==> src/rtl/mac_stats_pkg.sv <==
// Shared constants and types for the MAC statistics aggregator.
package mac_stats_pkg;

    // Width of the per-frame length field carried on stat_len.
    localparam int LEN_W = 16;

    // Number of counters kept for each channel.
    localparam int CNT_PER_CHAN = 3;

    // Counter select encodings on rd_sel.
    typedef enum logic [1:0] {
        SEL_GOOD_FRAMES = 2'd0,
        SEL_BAD_FRAMES  = 2'd1,
        SEL_GOOD_BYTES  = 2'd2,
        SEL_RESERVED    = 2'd3
    } rd_sel_e;

endpackage

==> src/rtl/mac_stats_agg_stat_cnt.sv <==
// Single statistics counter: add, clear-on-read, global clear, saturate or wrap.
// The wrap output pulses combinationally whenever this cycle's add carries out.
module stat_cnt
    import mac_stats_pkg::*;
#(
    parameter int C_CNT_WIDTH = 48,
    parameter bit C_SATURATE  = 1'b1
) (
    input  logic                   clk,
    input  logic                   aresetn,
    input  logic                   clr_all,
    input  logic                   clr,
    input  logic                   add_en,
    input  logic [LEN_W-1:0]       add_val,
    output logic [C_CNT_WIDTH-1:0] cnt,
    output logic                   wrap
);

    logic [C_CNT_WIDTH-1:0] base;
    logic [C_CNT_WIDTH:0]   sum;
    logic [C_CNT_WIDTH-1:0] nxt;

    // Clear-on-read zeroes the base first so a same-cycle add is never lost.
    always_comb begin
        base = clr ? '0 : cnt;
        sum  = {1'b0, base} + {{(C_CNT_WIDTH + 1 - LEN_W){1'b0}}, add_val};
        wrap = add_en & sum[C_CNT_WIDTH];
        nxt  = base;
        if (add_en) begin
            if (sum[C_CNT_WIDTH] && C_SATURATE) begin
                nxt = '1;
            end else begin
                nxt = sum[C_CNT_WIDTH-1:0];
            end
        end
    end

    // Counter register; reset and global clear both win over any update.
    always_ff @(posedge clk) begin
        if (!aresetn || clr_all) begin
            cnt <= '0;
        end else begin
            cnt <= nxt;
        end
    end

endmodule

==> src/rtl/mac_stats_agg.sv <==
// Per-channel MAC frame statistics with a one-cycle-latency read port.
module mac_stats_agg
    import mac_stats_pkg::*;
#(
    parameter int C_NUM_CHANNELS = 2,
    parameter int C_CNT_WIDTH    = 48,
    parameter bit C_SATURATE     = 1'b1
) (
    input  logic                            clk,
    input  logic                            aresetn,
    input  logic [C_NUM_CHANNELS-1:0]       stat_valid,
    input  logic [C_NUM_CHANNELS-1:0]       stat_good,
    input  logic [LEN_W*C_NUM_CHANNELS-1:0] stat_len,
    input  logic                            clr_all,
    input  logic                            rd_req,
    input  logic [2:0]                      rd_chan,
    input  logic [1:0]                      rd_sel,
    input  logic                            rd_clear,
    output logic                            rd_ack,
    output logic [C_CNT_WIDTH-1:0]          rd_data,
    output logic                            rd_err,
    output logic [C_NUM_CHANNELS-1:0]       ovf
);

    localparam logic [3:0] NUM_CH = 4'(C_NUM_CHANNELS);

    logic [C_CNT_WIDTH-1:0] good_frames [C_NUM_CHANNELS];
    logic [C_CNT_WIDTH-1:0] bad_frames  [C_NUM_CHANNELS];
    logic [C_CNT_WIDTH-1:0] good_bytes  [C_NUM_CHANNELS];
    logic [C_NUM_CHANNELS-1:0] wrap_gf, wrap_bf, wrap_gb;
    logic [C_NUM_CHANNELS-1:0] clr_hit;
    logic                      target_ok;
    logic                      rd_hit;
    logic [C_CNT_WIDTH-1:0]    rd_value;

    // Decode whether the request addresses a real counter and which channel it clears.
    always_comb begin
        target_ok = ({1'b0, rd_chan} < NUM_CH) && (rd_sel_e'(rd_sel) != SEL_RESERVED);
        rd_hit    = rd_req && target_ok;
        clr_hit   = '0;
        for (int n = 0; n < C_NUM_CHANNELS; n++) begin
            clr_hit[n] = rd_hit && rd_clear && (rd_chan == 3'(n));
        end
    end

    for (genvar n = 0; n < C_NUM_CHANNELS; n++) begin : g_chan
        stat_cnt #(.C_CNT_WIDTH(C_CNT_WIDTH), .C_SATURATE(C_SATURATE)) u_good_frames (
            .clk     (clk),
            .aresetn (aresetn),
            .clr_all (clr_all),
            .clr     (clr_hit[n] && (rd_sel_e'(rd_sel) == SEL_GOOD_FRAMES)),
            .add_en  (stat_valid[n] && stat_good[n]),
            .add_val (LEN_W'(1)),
            .cnt     (good_frames[n]),
            .wrap    (wrap_gf[n])
        );
        stat_cnt #(.C_CNT_WIDTH(C_CNT_WIDTH), .C_SATURATE(C_SATURATE)) u_bad_frames (
            .clk     (clk),
            .aresetn (aresetn),
            .clr_all (clr_all),
            .clr     (clr_hit[n] && (rd_sel_e'(rd_sel) == SEL_BAD_FRAMES)),
            .add_en  (stat_valid[n] && !stat_good[n]),
            .add_val (LEN_W'(1)),
            .cnt     (bad_frames[n]),
            .wrap    (wrap_bf[n])
        );
        stat_cnt #(.C_CNT_WIDTH(C_CNT_WIDTH), .C_SATURATE(C_SATURATE)) u_good_bytes (
            .clk     (clk),
            .aresetn (aresetn),
            .clr_all (clr_all),
            .clr     (clr_hit[n] && (rd_sel_e'(rd_sel) == SEL_GOOD_BYTES)),
            .add_en  (stat_valid[n] && stat_good[n]),
            .add_val (stat_len[LEN_W*n +: LEN_W]),
            .cnt     (good_bytes[n]),
            .wrap    (wrap_gb[n])
        );
    end

    // Select the addressed counter; out-of-range targets read as zero.
    always_comb begin
        rd_value = '0;
        for (int n = 0; n < C_NUM_CHANNELS; n++) begin
            if (rd_chan == 3'(n)) begin
                case (rd_sel_e'(rd_sel))
                    SEL_GOOD_FRAMES: rd_value = good_frames[n];
                    SEL_BAD_FRAMES:  rd_value = bad_frames[n];
                    SEL_GOOD_BYTES:  rd_value = good_bytes[n];
                    default:         rd_value = '0;
                endcase
            end
        end
    end

    // Sticky per-channel overflow: set by any counter carry, cleared by clear-on-read.
    always_ff @(posedge clk) begin
        if (!aresetn || clr_all) begin
            ovf <= '0;
        end else begin
            ovf <= (ovf & ~clr_hit) | wrap_gf | wrap_bf | wrap_gb;
        end
    end

    // Registered read response carrying the pre-update counter value.
    always_ff @(posedge clk) begin
        if (!aresetn) begin
            rd_ack  <= 1'b0;
            rd_err  <= 1'b0;
            rd_data <= '0;
        end else begin
            rd_ack  <= rd_req;
            rd_err  <= rd_req && !target_ok;
            rd_data <= rd_hit ? rd_value : '0;
        end
    end

endmodule

==> config.mk <==
export PLATFORM = sky130hd
export DESIGN_NAME = mac_stats_agg
export DESIGN_NICKNAME = d
export VERILOG_FILES = /design/src/rtl/mac_stats_pkg.sv /design/src/rtl/mac_stats_agg_stat_cnt.sv /design/src/rtl/mac_stats_agg.sv
export SDC_FILE = /design/constraint.sdc
export NUM_CORES = 1
export LEC_CHECK = 0
export BUFFER_PORTS_ARGS = -buffer_cell sky130_fd_sc_hd__buf_2
export CORE_UTILIZATION = 60
export DETAILED_ROUTE_END_ITERATION = 7
export GPL_TIMING_DRIVEN = 0
export MAX_ROUTING_LAYER = met4
export PLACE_DENSITY = 0.85
export REMOVE_ABC_BUFFERS = 1
export SETUP_SLACK_MARGIN = 0.02
export SYNTH_ARGS = -nofsm -noshare
export SYNTH_HDL_FRONTEND = slang
export SYNTH_SLANG_ARGS = --single-unit
==> constraint.sdc <==
create_clock -name clk -period 4.8 [get_ports clk]
set_input_delay 0.72 -clock clk [delete_from_list [all_inputs] [get_ports clk]]
set_output_delay 0.72 -clock clk [all_outputs]
set_load 0.02 [all_outputs]
After elaboration in Yosys (flattened, before gate mapping). Cells that the tools add are included.

Flip-flop bits (word level): 340.

Add/sub/neg operators: 6. Order comparisons: 1. Equal/unequal tests: 4. Mux-type cells: 22. Bitwise logic cells: 11. Reduce and logical (&&, ||, !) cells: 24.

Operator list (number): $mux W48 (20); $pmux W48 S3 (2); $add A48 B1 Y49 const B (4); $add A48 B16 Y49 (2); $logic_and A1 B1 Y1 (16); $and A1 B1 Y1 (6); $or A2 B2 Y2 (3); $logic_not A1 Y1 (4); $eq A3 B1 Y1 const B (1); $logic_not A3 Y1 (1); $lt A3 B2 Y1 const B (1); $and A2 B2 Y2 (1); $eq A2 B1 Y1 const B (1); $eq A2 B2 Y1 const B (1); $logic_not A2 Y1 (1); $ne A2 B2 Y1 const B (1); $not A2 Y2 (1); $reduce_and A2 Y1 (1); $logic_or A1 B1 Y1 (1).

Logic depth before layout (Yosys ltp).
Depth in word-level cells: 12. Mapped depth: 16. Mapped depth without buffers: 13.

Cells and area by module. A second synthesis with hierarchy kept.

Cell total of the unflattened synthesis: 2912. Area total of the unflattened synthesis: 24278.3 um^2.

By module, submodules not included: stat_cnt (g_chan[1].u_bad_frames ...) (instances 3, cells an instance 430, area an instance 3474.6 um^2, sequential area each 960.9 um^2); stat_cnt (g_chan[0].u_bad_frames ...) (instances 3, cells an instance 416, area an instance 3379.5 um^2, sequential area each 960.9 um^2); mac_stats_agg (instances 1, cells an instance 374, area an instance 3716.1 um^2, sequential area each 1041.0 um^2).

Least setup slack after synthesis. No wires, ideal clock.

Path type: input -> register. Start point: in rd_sel[0]. End point: reg g_chan[1].u_good_bytes.cnt[10]. Data arrival time: 4.022 ns. Data required time: 4.663 ns. Setup slack: 0.641 ns. Stages on the path: 16. Path through: and4b_1 > nand3_1 > clkbuf_1 > clkbuf_1 > and2_1 > ha_1 > fa_1 > a211oi_1 > o21ai_0 > o21ai_0 > o21ai_0 > nand2_1 > o21ai_0 > a21oi_1 > clkbuf_1 > a211oi_1.

Word-level cells in the longest chain between the ends: 10. Elaborated cells on any way between the ends: 11. Classes of those cells: 1 x add/sub; 2 x eq/ne; 3 x mux; 5 x reduce/logical.

RTL lines: start: declaration (line mac_stats_agg.sv:17) `input logic [1:0] rd_sel,`; $ne A2 B2 Y1 (line mac_stats_agg.sv:38) `target_ok = ({1'b0, rd_chan} < NUM_CH) && (rd_sel_e'(rd_sel) != SEL_RESERVED);`; $logic_and A1 B1 Y1 (line mac_stats_agg.sv:38); $logic_and A1 B1 Y1 (line mac_stats_agg.sv:39) `rd_hit = rd_req && target_ok;`; $logic_and A1 B1 Y1 (2 in a row) (line mac_stats_agg.sv:42) `clr_hit[n] = rd_hit && rd_clear && (rd_chan == 3'(n));`; $logic_and A1 B1 Y1 (*) (line mac_stats_agg.sv:71) `.clr (clr_hit[n] && (rd_sel_e'(rd_sel) == SEL_GOOD_BYTES)),`; $mux W48 (*) (line mac_stats_agg_stat_cnt.sv:25) `base = clr ? '0 : cnt;`; $add A48 B16 Y49 (line mac_stats_agg_stat_cnt.sv:26) `sum = {1'b0, base} + {{(C_CNT_WIDTH + 1 - LEN_W){1'b0}}, add_val};`; $mux W48 (line mac_stats_agg_stat_cnt.sv:30) `if (sum[C_CNT_WIDTH] && C_SATURATE) begin`; $mux W48 (*) (line mac_stats_agg_stat_cnt.sv:29) `if (add_en) begin`; end signal: assignment (line mac_stats_agg_stat_cnt.sv:43) `cnt <= nxt;`; end: declaration (line mac_stats_agg_stat_cnt.sv:15) `output logic [C_CNT_WIDTH-1:0] cnt,`.

Every way passes the cells marked *; elsewhere a longest branch is shown, timed or not. A chain may end at the register's enable or synchronous reset.

Final worst setup path.
Start point: in rd_sel[1]. End point: reg ovf[0].

Word-level cells in the longest chain between the ends: 12. Elaborated cells on any way between the ends: 25. Classes of those cells: 3 x add/sub; 3 x eq/ne; 3 x mux; 8 x bitwise; 8 x reduce/logical.

RTL lines: $ne A2 B2 Y1 (line mac_stats_agg.sv:38); $logic_and A1 B1 Y1 (line mac_stats_agg.sv:38); $logic_and A1 B1 Y1 (line mac_stats_agg.sv:39); $logic_and A1 B1 Y1 (2 in a row) (line mac_stats_agg.sv:42); $logic_and A1 B1 Y1 (line mac_stats_agg.sv:51) `.clr (clr_hit[n] && (rd_sel_e'(rd_sel) == SEL_GOOD_FRAMES)),`; $mux W48 (line mac_stats_agg_stat_cnt.sv:25); $add A48 B1 Y49 (line mac_stats_agg_stat_cnt.sv:26); $and A1 B1 Y1 (line mac_stats_agg_stat_cnt.sv:27) `wrap = add_en & sum[C_CNT_WIDTH];`; $or A2 B2 Y2 (2 in a row) (line mac_stats_agg.sv:99) `ovf <= (ovf & ~clr_hit) | wrap_gf | wrap_bf | wrap_gb;`; $or A2 B2 Y2 (*) (line mac_stats_agg.sv:99); end signal: assignment (line mac_stats_agg.sv:99); end: declaration (line mac_stats_agg.sv:22) `output logic [C_NUM_CHANNELS-1:0] ovf`.

Marks and branches as above.

==> impl_metrics.toml <==
[worst_hold_path]
hp-start = "g_chan[0].u_good_frames.cnt[40]$_SDFF_PP0_"
hold_path_stages = 2
hold_class = "reg2reg"
hold_end = "g_chan[0].u_good_frames.cnt[40]$_SDFF_PP0_"

[cts]
clock_sink_count = 340
clockBufferDepth = 3
cts_root_buffer = "sky130_fd_sc_hd__clkbuf_16"
clock_insertion_delay_at_the_later_pin_of_the_skew_report_ns = 0.52
h_tree_levels = 2
clk_pin_slew_worst_paths_ns = 0.06
cts_hold_repair.buffers = 0
cts-buffers-inserted = 36
cts_tree = "yes"

[setup_path]
setup.reg_to_reg.worst_slack_ns = 1.46
regToRegStartpoint = "g_chan[0].u_bad_frames.cnt[32]$_SDFF_PP0_"
critPathArrivalTime_ns = 4.99
crit_path_start_kind = "input pin"
endpoint_kind = "flip-flop"
critical_path.reg2reg.endpoint = "g_chan[0].u_bad_frames.cnt[31]$_SDFF_PP0_"
timing.critical_path.required_ns = 5.13
reg2regPathDepth = 6
crit_path_max_fanout = 45
worst-setup-path-type = "in2reg"

[detailed_routing]
drt_pre_antenna_iters = 6
routedWlPerCell_um = 19.9
number_of_drc_violations_after_detailed_routing_iteration_0 = 2246
routed-wl-met2_um = 25400
met3WireLength_um = 6010
m1WireLength_um = 23400
detail_route.drc_violations = 0
vias = 18869
final_antenna_net_count = 0
via_per_inst = 6.60
maxUsedRoutingLayer = "met4"
postRouteWirelength_um = 57000

[finish]
area_delta_synth_final_pct = 11.8
layout-drive-gt1-share = 0.0895
antenna_cells_inserted = 0
fin_nets = 2521

[yosys]
synthTopCellsByCount = "340 x sky130_fd_sc_hd__dfxtp_1, 292 x sky130_fd_sc_hd__nand2_1, 218 x sky130_fd_sc_hd__nor2_1"
synth_cells = 2421
mappedNetlistArea_um2 = 19200
mapped_avg_cell_area_um2 = 7.95
post_synth_num_cell_types = 69
yosysMostFrequentCell = "sky130_fd_sc_hd__dfxtp_1"
synth_edf_count = 0
synth-seq-cells = 340
yosysWarnings = 0
synth.largest_area_cell = "sky130_fd_sc_hd__dfxtp_1"
yosysTopAreaCellShare = 0.354
synth.area.top_cells = "sky130_fd_sc_hd__dfxtp_1 35%, sky130_fd_sc_hd__xnor2_1 6.4%, sky130_fd_sc_hd__nand2_1 5.7%"
synthArstFlopShare = 0
ys_seq_area_frac = 0.354
primary_flip_flop_cell_chosen_by_synthesis_mapping = "sky130_fd_sc_hd__dfxtp_1"

[power_and_ir_drop]
power-per-cell-area_nw_per_um2 = 285
ir_drop_v = 0.000194
power.static_leakage_uw = 0.00750

[place]
port-buffer-count = 97
routabilityCongestion = 0.978
detailed_place_hpwl_um = 38600
post-place-ws_ns = -1.88

[sta]
finalCriticalPeriod_ns = 4.66
final_min_period_over_clock_period = 0.971
timing.fmax_ghz = 0.214
tightestPinTransition_ns = 1.47
skew_ns = 0.0176
holdWs_ns = 0.536
post-route-worst-setup-slack_ns = 0.138
final_max_slew_viol_count = 0
finalHoldViolations = 0
rsz0062_at_grt = "no"
finalSetupViolCount = 0
slew-limit-headroom = 0.00795

[floorplanning]
start_util = 0.610
die_h_um = 181
die-width_um = 181
ios = 98
floorplan.die_area_um2 = 32800
fp.coreArea_um2 = 31600
number_of_core_rows = 65

[status]
violated_checks = "capacitance limit"
status = "finished with violations"

[run]
maxCapViolations = 1

[global_route]
initial_antenna_violation_count = 0
grt.overflow.total = 0
grt_pass1_wl_um = 89700
grt_max_degree = 75
grt_util_all_layers = 0.346
via_count_of_the_first_global_routing_pass = 17400
==> state kept, by name (all words and copies together), names as in the netlist <==
name,cells
rd_ack,1
g_chan.u_bad_frames.cnt,96
rd_data,48
rd_err,1
ovf,2
g_chan.u_good_bytes.cnt,96
g_chan.u_good_frames.cnt,96
==> worst max-delay path by stage <==
stage,from,to,slack (ns)
after floorplan,clr_all,g_chan[1].u_good_frames.cnt[25]$_SDFF_PP0_,-0.46
after global placement,rd_sel[1],rd_data[25]$_SDFF_PN0_,-3.95
after detailed placement,rd_sel[1],ovf[1]$_SDFF_PP0_,-1.88
after CTS,rd_sel[1],g_chan[1].u_good_frames.cnt[23]$_SDFF_PP0_,0.04
after global routing,rd_chan[1],g_chan[0].u_good_bytes.cnt[47]$_SDFF_PP0_,0.02
final,rd_sel[1],ovf[0]$_SDFF_PP0_,0.14
==> per-stage QoR <==
stage	area (µm²)	total power [µW]	util	cells	TNS (ns)
global route	21500	6290	0.682	2861	0
detailed placement	20000	3310	0.634	2790	-311.11
floorplan	18700	3130	-	2279	-10.83
CTS	21400	6120	0.678	2857	0
global placement	19700	3280	0.624	2778	-1010.06
finish	21500	6140	0.682	2861	0
==> area by class of cell <==
type	count	area [µm²]
multi-input cells	1919	12100
clock buffers	52	1070
fillers	2482	10000
well taps	402	503
clock inverters	8	120
inverters	23	86.3
repair buffers	117	871
flip-flops and latches	340	6810
==> where the power goes <==
group	internal (µW)	leakage (µW)	total [µW]	switching [µW]
clock network	1710	0.000582	2860	1150
logic	148	0.00418	435	287
registers	2840	0.00274	2850	8.54
total	4690	0.00750	6140	1450
==> layer usage <==
| metal | global-route usage | vias up |
|---|---|---|
| met5 | - | - |
| met4 | 0.137 | 0 |
| met3 | 0.0617 | 171 |
| met2 | 0.525 | 1072 |
| met1 | 0.455 | 8920 |
| li1 | - | 8706 |
==> cell usage in the layout (no fill, tap or decap), types with 23 or more instances in the layout <==
cell / n
sky130_fd_sc_hd__dfxtp_1: 340
sky130_fd_sc_hd__nand2_1: 290
sky130_fd_sc_hd__nor2_1: 217
sky130_fd_sc_hd__a21oi_1: 199
sky130_fd_sc_hd__a211oi_1: 142
sky130_fd_sc_hd__xnor2_1: 140
sky130_fd_sc_hd__nand3_1: 113
sky130_fd_sc_hd__xor2_1: 100
sky130_fd_sc_hd__mux2i_1: 98
sky130_fd_sc_hd__buf_2: 94
sky130_fd_sc_hd__o21ai_0: 85
sky130_fd_sc_hd__nand4_1: 68
sky130_fd_sc_hd__and2_1: 63
sky130_fd_sc_hd__and3_1: 61
sky130_fd_sc_hd__nor3_1: 54
sky130_fd_sc_hd__clkbuf_16: 38
sky130_fd_sc_hd__ha_1: 36
sky130_fd_sc_hd__o21ai_1: 31
sky130_fd_sc_hd__and4_1: 27
sky130_fd_sc_hd__inv_1: 23
==> critical path, stage by stage <==
cell and delay [ns]:
sky130_fd_sc_hd__buf_12 0.18, sky130_fd_sc_hd__buf_16 0.22, sky130_fd_sc_hd__a2111oi_2 0.98, sky130_fd_sc_hd__nand2_2 0.58, sky130_fd_sc_hd__and2_1 0.38, sky130_fd_sc_hd__ha_1 0.24, sky130_fd_sc_hd__nand4_1 0.14, sky130_fd_sc_hd__nor2_1 0.12
sky130_fd_sc_hd__nand2_1 0.18, sky130_fd_sc_hd__or3_1 0.22, sky130_fd_sc_hd__or2_1 0.74, sky130_fd_sc_hd__a41oi_1 0.24
==> kinds of logic (layout without fill, tap and decap cells) <==
family,count (synthesis),after routing,share of synthesized area
AO/OA/AOI/OAI,542,542,0.171
XOR/XNOR,240,240,0.109
adder cells (fa/ha/maj),38,38,0.0255
buffers and inverters,165,200,0.0325
flip-flops,340,340,0.354
multiplexers,100,100,0.0521
AND/OR/NAND/NOR,996,999,0.256
==> repair_timing <==
item | in CTS | in global routing
buffers inserted | 4 | 3
endpoints found under the hold margin | 0 | 0
pin swaps | 3 | 3
resized for setup | 25 | 11
gates cloned | 3 | 1
endpoints found under the setup margin | 248 | 163
No activity file was read; power rests on OpenSTA's default activity.
